<file path="config.mk">
export PLATFORM = sky130hd
export DESIGN_NAME = writeback_stage
export DESIGN_NICKNAME = d
export VERILOG_FILES = /design/src/rtl/writeback_stage.sv
export SDC_FILE = /design/constraint.sdc
export NUM_CORES = 1
export LEC_CHECK = 0
export ABC_AREA = 1
export CAP_MARGIN = 20
export CORE_MARGIN = 2
export CORE_UTILIZATION = 40
export DETAILED_ROUTE_END_ITERATION = 10
export GPL_ROUTABILITY_DRIVEN = 0
export HOLD_SLACK_MARGIN = 0.03
export PLACE_DENSITY_LB_ADDON = 0.25
export SYNTH_ARGS = -nofsm -noshare
export SYNTH_HDL_FRONTEND = slang
export SYNTH_SLANG_ARGS = --single-unit
</file>
<file path="constraint.sdc">
create_clock -name clk -period 4.2 [get_ports clk]
set_clock_uncertainty 0.2 [all_clocks]
set_input_delay 0.63 -clock clk [delete_from_list [all_inputs] [get_ports clk]]
set_output_delay 0.63 -clock clk [all_outputs]
set_load 0.05 [all_outputs]
</file>
<file path="src/rtl/writeback_stage.sv">
// MEM/WB pipeline register and writeback select for the rv32i core.
// Formats load data, picks the writeback source and counts retired instructions.
module writeback_stage #(
  parameter int DWIDTH = 32,
  parameter int AWIDTH = 32
) (
  input  logic              clk,
  input  logic              rst,
  input  logic              valid_i,
  input  logic              stall_i,
  input  logic              flush_i,
  input  logic [4:0]        rd_i,
  input  logic              regwren_i,
  input  logic [1:0]        wbsel_i,
  input  logic [2:0]        funct3_i,
  input  logic [1:0]        addr_lo_i,
  input  logic [DWIDTH-1:0] alu_res_i,
  input  logic [DWIDTH-1:0] mem_rdata_i,
  input  logic [AWIDTH-1:0] pc_i,
  output logic [4:0]        rd_o,
  output logic [DWIDTH-1:0] datawb_o,
  output logic              regwren_o,
  output logic              valid_o,
  output logic [63:0]       retired_count_o
);

  typedef struct packed {
    logic              valid;
    logic [4:0]        rd;
    logic              regwren;
    logic [1:0]        wbsel;
    logic [2:0]        funct3;
    logic [1:0]        addr_lo;
    logic [DWIDTH-1:0] alu_res;
    logic [DWIDTH-1:0] mem_rdata;
    logic [AWIDTH-1:0] pc;
  } wb_t;

  wb_t         wb_q, wb_d;
  logic [63:0] cnt_q, cnt_d;

  always_comb begin
    wb_d = wb_q;
    if (flush_i) begin
      wb_d = '0;
    end else if (!stall_i) begin
      wb_d.valid     = valid_i;
      wb_d.rd        = rd_i;
      wb_d.regwren   = regwren_i;
      wb_d.wbsel     = wbsel_i;
      wb_d.funct3    = funct3_i;
      wb_d.addr_lo   = addr_lo_i;
      wb_d.alu_res   = alu_res_i;
      wb_d.mem_rdata = mem_rdata_i;
      wb_d.pc        = pc_i;
    end
    // The instruction leaves WB whenever it is not stalled, even under flush.
    cnt_d = cnt_q + {63'd0, wb_q.valid & ~stall_i};
  end

  always_ff @(posedge clk) begin
    if (rst) begin
      wb_q  <= '0;
      cnt_q <= '0;
    end else begin
      wb_q  <= wb_d;
      cnt_q <= cnt_d;
    end
  end

  logic [7:0]        ld_byte;
  logic [15:0]       ld_half;
  logic [DWIDTH-1:0] ld_fmt;

  always_comb begin
    ld_byte = '0;
    case (wb_q.addr_lo)
      2'd0: ld_byte = wb_q.mem_rdata[7:0];
      2'd1: ld_byte = wb_q.mem_rdata[15:8];
      2'd2: ld_byte = wb_q.mem_rdata[23:16];
      2'd3: ld_byte = wb_q.mem_rdata[31:24];
      default: ld_byte = '0;
    endcase
    ld_half = wb_q.addr_lo[1] ? wb_q.mem_rdata[31:16] : wb_q.mem_rdata[15:0];
    ld_fmt  = wb_q.mem_rdata;
    case (wb_q.funct3)
      3'b000: ld_fmt = {{(DWIDTH-8){ld_byte[7]}}, ld_byte};
      3'b001: ld_fmt = {{(DWIDTH-16){ld_half[15]}}, ld_half};
      3'b100: ld_fmt = {{(DWIDTH-8){1'b0}}, ld_byte};
      3'b101: ld_fmt = {{(DWIDTH-16){1'b0}}, ld_half};
      default: ld_fmt = wb_q.mem_rdata;
    endcase
  end

  logic [AWIDTH-1:0] pc_plus4;
  assign pc_plus4 = wb_q.pc + AWIDTH'(4);

  always_comb begin
    datawb_o = '0;
    case (wb_q.wbsel)
      2'b00:   datawb_o = wb_q.alu_res;
      2'b01:   datawb_o = ld_fmt;
      2'b10:   datawb_o = DWIDTH'(pc_plus4);
      default: datawb_o = '0;
    endcase
  end

  assign rd_o            = wb_q.rd;
  assign regwren_o       = wb_q.valid & wb_q.regwren & (wb_q.rd != 5'd0);
  assign valid_o         = wb_q.valid;
  assign retired_count_o = cnt_q;

endmodule

</file>
* Word-level counts from Yosys, hierarchy flattened *
Index checks and enable logic that the tools add are counted.

word-level totals
  register bits after elaboration = 174
  latch bits = 0
  memory bits (writable) = 0
  ROM bits = 0
  input bits = 114
  output and inout bits = 103
  word-level logic and storage cells = 33
  memories kept = 0

cells by class
  add/subtract/negate cells = 2
  $mul = 0
  div/mod/pow operators = 0
  magnitude comparators = 0
  equal/unequal tests = 8
  shift-type cells = 0
  multiplexer cells = 4
  bitwise logic cells = 4
  reduce and logical (&&, ||, !) cells = 5

operators by type and width
  cell                                                  number
  one-hot mux 32 bit (4 select lines)                   1
  one-hot mux 32 bit (3 select lines)                   1
  adder 64 x 1 -> 64 bit                                1
  adder 32 x 3 -> 32 bit (second input constant)        1
  one-hot mux 8 bit (4 select lines)                    1
  2-to-1 mux 16 bit                                     1
  equality test 2 bit (second input constant)           3
  equality test 3 bit (second input constant)           2
  nonzero test 5 bit                                    1
  equality test 2 x 1 -> 1 bit (second input constant)  2
  logical NOT 2 bit                                     2
  bitwise AND 1 bit                                     3
  equality test 3 x 1 -> 1 bit (second input constant)  1
  logical NOT 3 bit                                     1
  OR reduction 2 bit                                    1
  NOT 1 bit                                             1

* Depth between registers and ports, before layout *
  depth in word-level cells = 4
  mapped depth = 14
  gate-level depth less buffers = 12

* Worst setup path after synthesis *
Ideal clock, no wire load.

  kind = input -> register
  from = input stall_i
  to = register cnt_q[28] (netlist: retired_count_o[28])
  library setup time = 0.070 ns
  data arrival time = 2.635 ns
  setup slack = 1.295 ns
  stages = 13
  path buffers = 3
  cells stage by stage = buf_2 -> clkbuf_1 -> clkbuf_1 -> nor2_1 -> ha_1 -> ha_1 -> nand2_2 -> nor2_8 -> inv_2 -> nor2_4 -> nand2_2 -> or2_0 -> a21oi_1

between the ends
  longest elaborated chain between the ends = 3

RTL lines
  what                    RTL line  source
  from (decl)             10        input logic stall_i,
  NOT 1 bit               58        cnt_d = cnt_q + {63'd0, wb_q.valid & ~stall_i};
  bitwise AND 1 bit       58
  adder 64 x 1 -> 64 bit  58
  to (signal assigned)    67        cnt_q <= cnt_d;
  to (decl)               40        logic [63:0] cnt_q, cnt_d;

Every way passes these cells.
A chain may end at the register's enable or synchronous reset.

* Worst setup path after layout *
  from = register wb_q[99] (netlist name)
  to = output datawb_o[2]

between the ends
  longest elaborated chain between the ends = 3
  elaborated cells between the ends (all ways) = 6

RTL lines
  what                                         RTL line  source
  from (decl)                                  39        wb_t wb_q, wb_d;
  from (signal assigned)                       66        wb_q <= wb_d;
  equality test 3 bit (tied with other cells)  86        case (wb_q.funct3)
  one-hot mux 32 bit (4 select lines) (*)      86
  one-hot mux 32 bit (3 select lines) (*)      100       case (wb_q.wbsel)
  to (decl)                                    21        output logic [DWIDTH-1:0] datawb_o,

Every way passes the cells marked *; elsewhere a longest branch is shown, timed or not.

==> results by group <==
Synth
  – Cell taking the most area after synthesis: dfxtp_1
  – Mapped Cells: around 1.6k
  – Synthesized area: approximately 9600 um2
  – Sequential fraction of the synthesis area: 0.3619
  – Synth Area in Compound Gates: 0.1450
  – Area share of the largest cell type after synthesis: 0.3619
  – #FFs+latches synth: 174
  – Mean Syn Cell Area: about 6.2 um2
  – Ranking of synthesized cells by area: dfxtp_1 (36%), nand2_1 (21%), nor2_1 (9.0%)
  – Yosys Warn Count: 0
  – Syn nets: 1678
  – Synth Area in Simple Gates: 0.4013
  – Mux cell area share after synthesis: 0
  – Synth Area in XOR/XNOR: 0.005460
  – Yosys cell types: 36
  – Largest family of logic cells by synthesized area: simple AND/OR/NAND/NOR gates
  – Adder-cell share of the synthesized area: 0.003900

Clock tree
  – Clk buf depth: 2
  – Clock Latency Late Sink: about 0.44 ns
  – CTS tree: built
  – Htree depth: 4
  – Clk slew on worst S/H paths: 0.07 ns
  – CTS Sinks: 174
  – CTS buffer count: 17
  – Clk root buf: clkbuf_16

Pwr
  – P_int: 2.715 mW
  – Psw: 1.021 mW
  – Sequential group share of total power: 0.461
  – Clock Power Share: 0.422
  – Net Sw Frac: 0.2733
  – Comb pwr share: 0.117
  – P_leak: 4.406 nW
  – PwrDens: 297.6 nW/um2
  – Peak VDD IR: between 0.2 and 0.3 mV

STA
  – Max Slew Vio Count: 0
  – Final period utilization: 0.9626
  – RSZ-0062 raised after global routing: yes
  – Period minus WS final: 4.043 ns
  – Slew @ Worst Pin: 0.9411 ns
  – Final number of hold-violating endpoints: 0
  – Final Setup Violations: 0
  – Setup_tns: 0 ns
  – FMAX: 0.2474 GHz
  – Relative slew slack: 0.3711

Worst setup path
  – Crit path DAT: between 3 and 4 ns
  – Worst setup SP type: register
  – CP required: 3.37 ns
  – CP endpoint kind: output pin
  – WS Path Type: register to output pin
  – Crit path max fanout: 20

Placement
  – Port bufs: ~220
  – Area after DPL: 11970 um2
  – Detailed Place HPWL: 26.08 mm

Floorplanning
  – Full die area: 25320 um2
  – Die W: 159.1 um
  – Initial Utilization: 0.4088
  – FP Rows: 56
  – Die Y: 159.1 um
  – IO Pins: roughly 220
  – Core area: between 20000 and 25000 um2

Routing
  – Top routing layer in use: met4
  – DR vias: 10.85k
  – WL met2: 16.00 mm
  – DRT iter0 DRCs: approximately 870
  – Antenna viol nets, final: 0
  – Met1 Wirelength: 13.65 mm
  – DR vias/cell: 5.225
  – Post-DR wirelength/cell: 16.35 um
  – Number of remaining DRC errors: 0
  – Detailed Route WL: 33.95 mm
  – Drt pass-1 iters: 5
  – WL met3: 2.805 mm

GRT
  – Initial antenna violation count: 4
  – Pin count of the biggest net entering global routing: 77
  – GRT Util Overall: 0.2629
  – First-pass GRT wire length: 53.14 mm
  – Total gr overflow: 0
  – Vias in the first global route: 10.29k

Hold path
  – Worst min-delay path category: register to register

Final layout
  – Layout cells sized above 1: 0.04963
  – NumNets Final: 1858
  – Final non-filler cell area: 12560 um2
  – Layout area overhead: 30.47%

Job
  – # Max-Cap Violations: 0

Run status
  – Status: finished clean
-- Yosys cell counts --
master    count
a21o_1        3
ha_1          3
buf_6         1
nand3_1      99
buf_4         7
buf_1         2
nand2_1     526
nand3b_1      1
nor2_8        1
o21ai_0      44
or2_0        12
clkbuf_1     48
a21oi_1     149
nor3_1        6
buf_2         7
a22oi_1       1
nand3_4       1
o21bai_1      1
nand3_2       1
nand4_4       1
o211ai_1      9
inv_1       130
nor2_4        7
nor2_2       10
xor2_1        3
inv_2         5
o21a_1        1
dfxtp_1     174
nor2_1      232
nand2_4       1
o21ai_2       1
or2_2         5
xnor2_1       3
a211oi_1     41
nand2_2       8
nand4_1      17
-- cell families (layout without fill, tap and decap cells) --
kind of cell / count (synthesis) / in the layout
compound gates: 250 / 250
xor+xnor: 6 / 6
fa+ha+maj: 3 / 3
buf+inv: 200 / 392
flops: 174 / 174
other cells: 0 / 5
simple gates: 928 / 928
-- per-stage QoR --
| step | total power, mW | std cells | utilization | hold WS (ns) | worst slack [ns] |
|---|---|---|---|---|---|
| floorplan | 1.988 | 1561 | - | 0.2364 | 1.295 |
| global placement | 2.190 | 2040 | 0.5083 | 0.2445 | 0.6844 |
| detailed placement | 2.193 | 2040 | 0.5083 | 0.2556 | 0.6485 |
| CTS | 3.756 | 2071 | 0.5324 | 0.2665 | 0.1756 |
| global route | 3.863 | 2073 | 0.5330 | 0.2808 | -0.01301 |
| finish | 3.737 | 2077 | 0.5334 | 0.2657 | 0.1572 |
-- final cells by class --
class | instances | area (um2)
timing repair inverter | 1 | 5.005
tap | 319 | 399.1
sequential | 174 | 3485
clock buffer | 19 | 442.9
clock inverter | 12 | 125.1
antenna | 5 | 12.51
fill | 2417 | 10990
multi-input combinational | 1187 | 5355
inverter | 135 | 510.5
timing repair buffer | 225 | 2222
-- worst max-delay path: stages (launching register included) --
cell and delay, ns:
dfxtp_1 0.81, clkinvlp_4 0.55, o21ai_2 0.23, nand2_1 0.07
a21oi_1 0.13, a21oi_1 0.07, nand2_1 0.11, clkdlybuf4s50_1 0.81
-- power by group through the flow --
stage	Clock (mW)	Combinational [mW]	Sequential, mW
final	1.58	0.436	1.72
after floorplan	0	0.242	1.75
after CTS	1.60	0.435	1.72
after global routing	1.66	0.470	1.73
after global placement	0	0.431	1.76
after detailed placement	0	0.433	1.76
-- path summary, 6_finish.rpt --
check / start / endpoint / slack [ns] / depth (start not counted)
worst min-delay path: wb_q[88] / wb_q[88] / 0.27 / 2
worst max register to register: valid_o / retired_count_o[28] / 1.70 / 11
worst max-delay path: wb_q[99] / datawb_o[2] / 0.16 / 7
worst min register to register: wb_q[88] / wb_q[88] / 0.27 / 2
-- metal layers --
metal	track usage	vias up
li1	-	5364
met1	0.3141	4937
met2	0.4389	458
met3	0.06694	94
met4	0.1322	0
met5	0	-
-- registers in the layout (all words and copies together) (netlist names) --
register and cells:
retired_count_o 64, valid_o 1, wb_q 104, rd_o 5
-- cells in the final DEF (no fill, tap or decap), types with 2 or more instances in the layout --
master	instances
or2_0	12
inv_2	5
clkdlybuf4s50_1	214
clkinv_4	2
nor3_1	6
clkbuf_16	17
buf_4	10
nor2_4	7
ha_1	3
inv_1	129
dfxtp_1	173
or2_2	4
diode_2	5
nand4_1	17
a211oi_1	41
a21o_1	3
xnor2_1	3
nor2_2	12
nand3_1	99
o21ai_0	44
o211ai_1	9
clkinvlp_4	4
xor2_1	3
nand2_1	526
a21oi_1	149
nor2_1	230
nand2_2	8
inv_6	5
-- repair_timing --
| item | in CTS | in global routing |
|---|---|---|
| hold buffers | 0 | 0 |
| hold endpoints to repair | 0 | 0 |
| setup endpoints to repair | 0 | 12 |
| buffers inserted | 0 | 0 |
| resized for setup | 0 | 2 |
No activity file was read; power rests on OpenSTA's default activity.
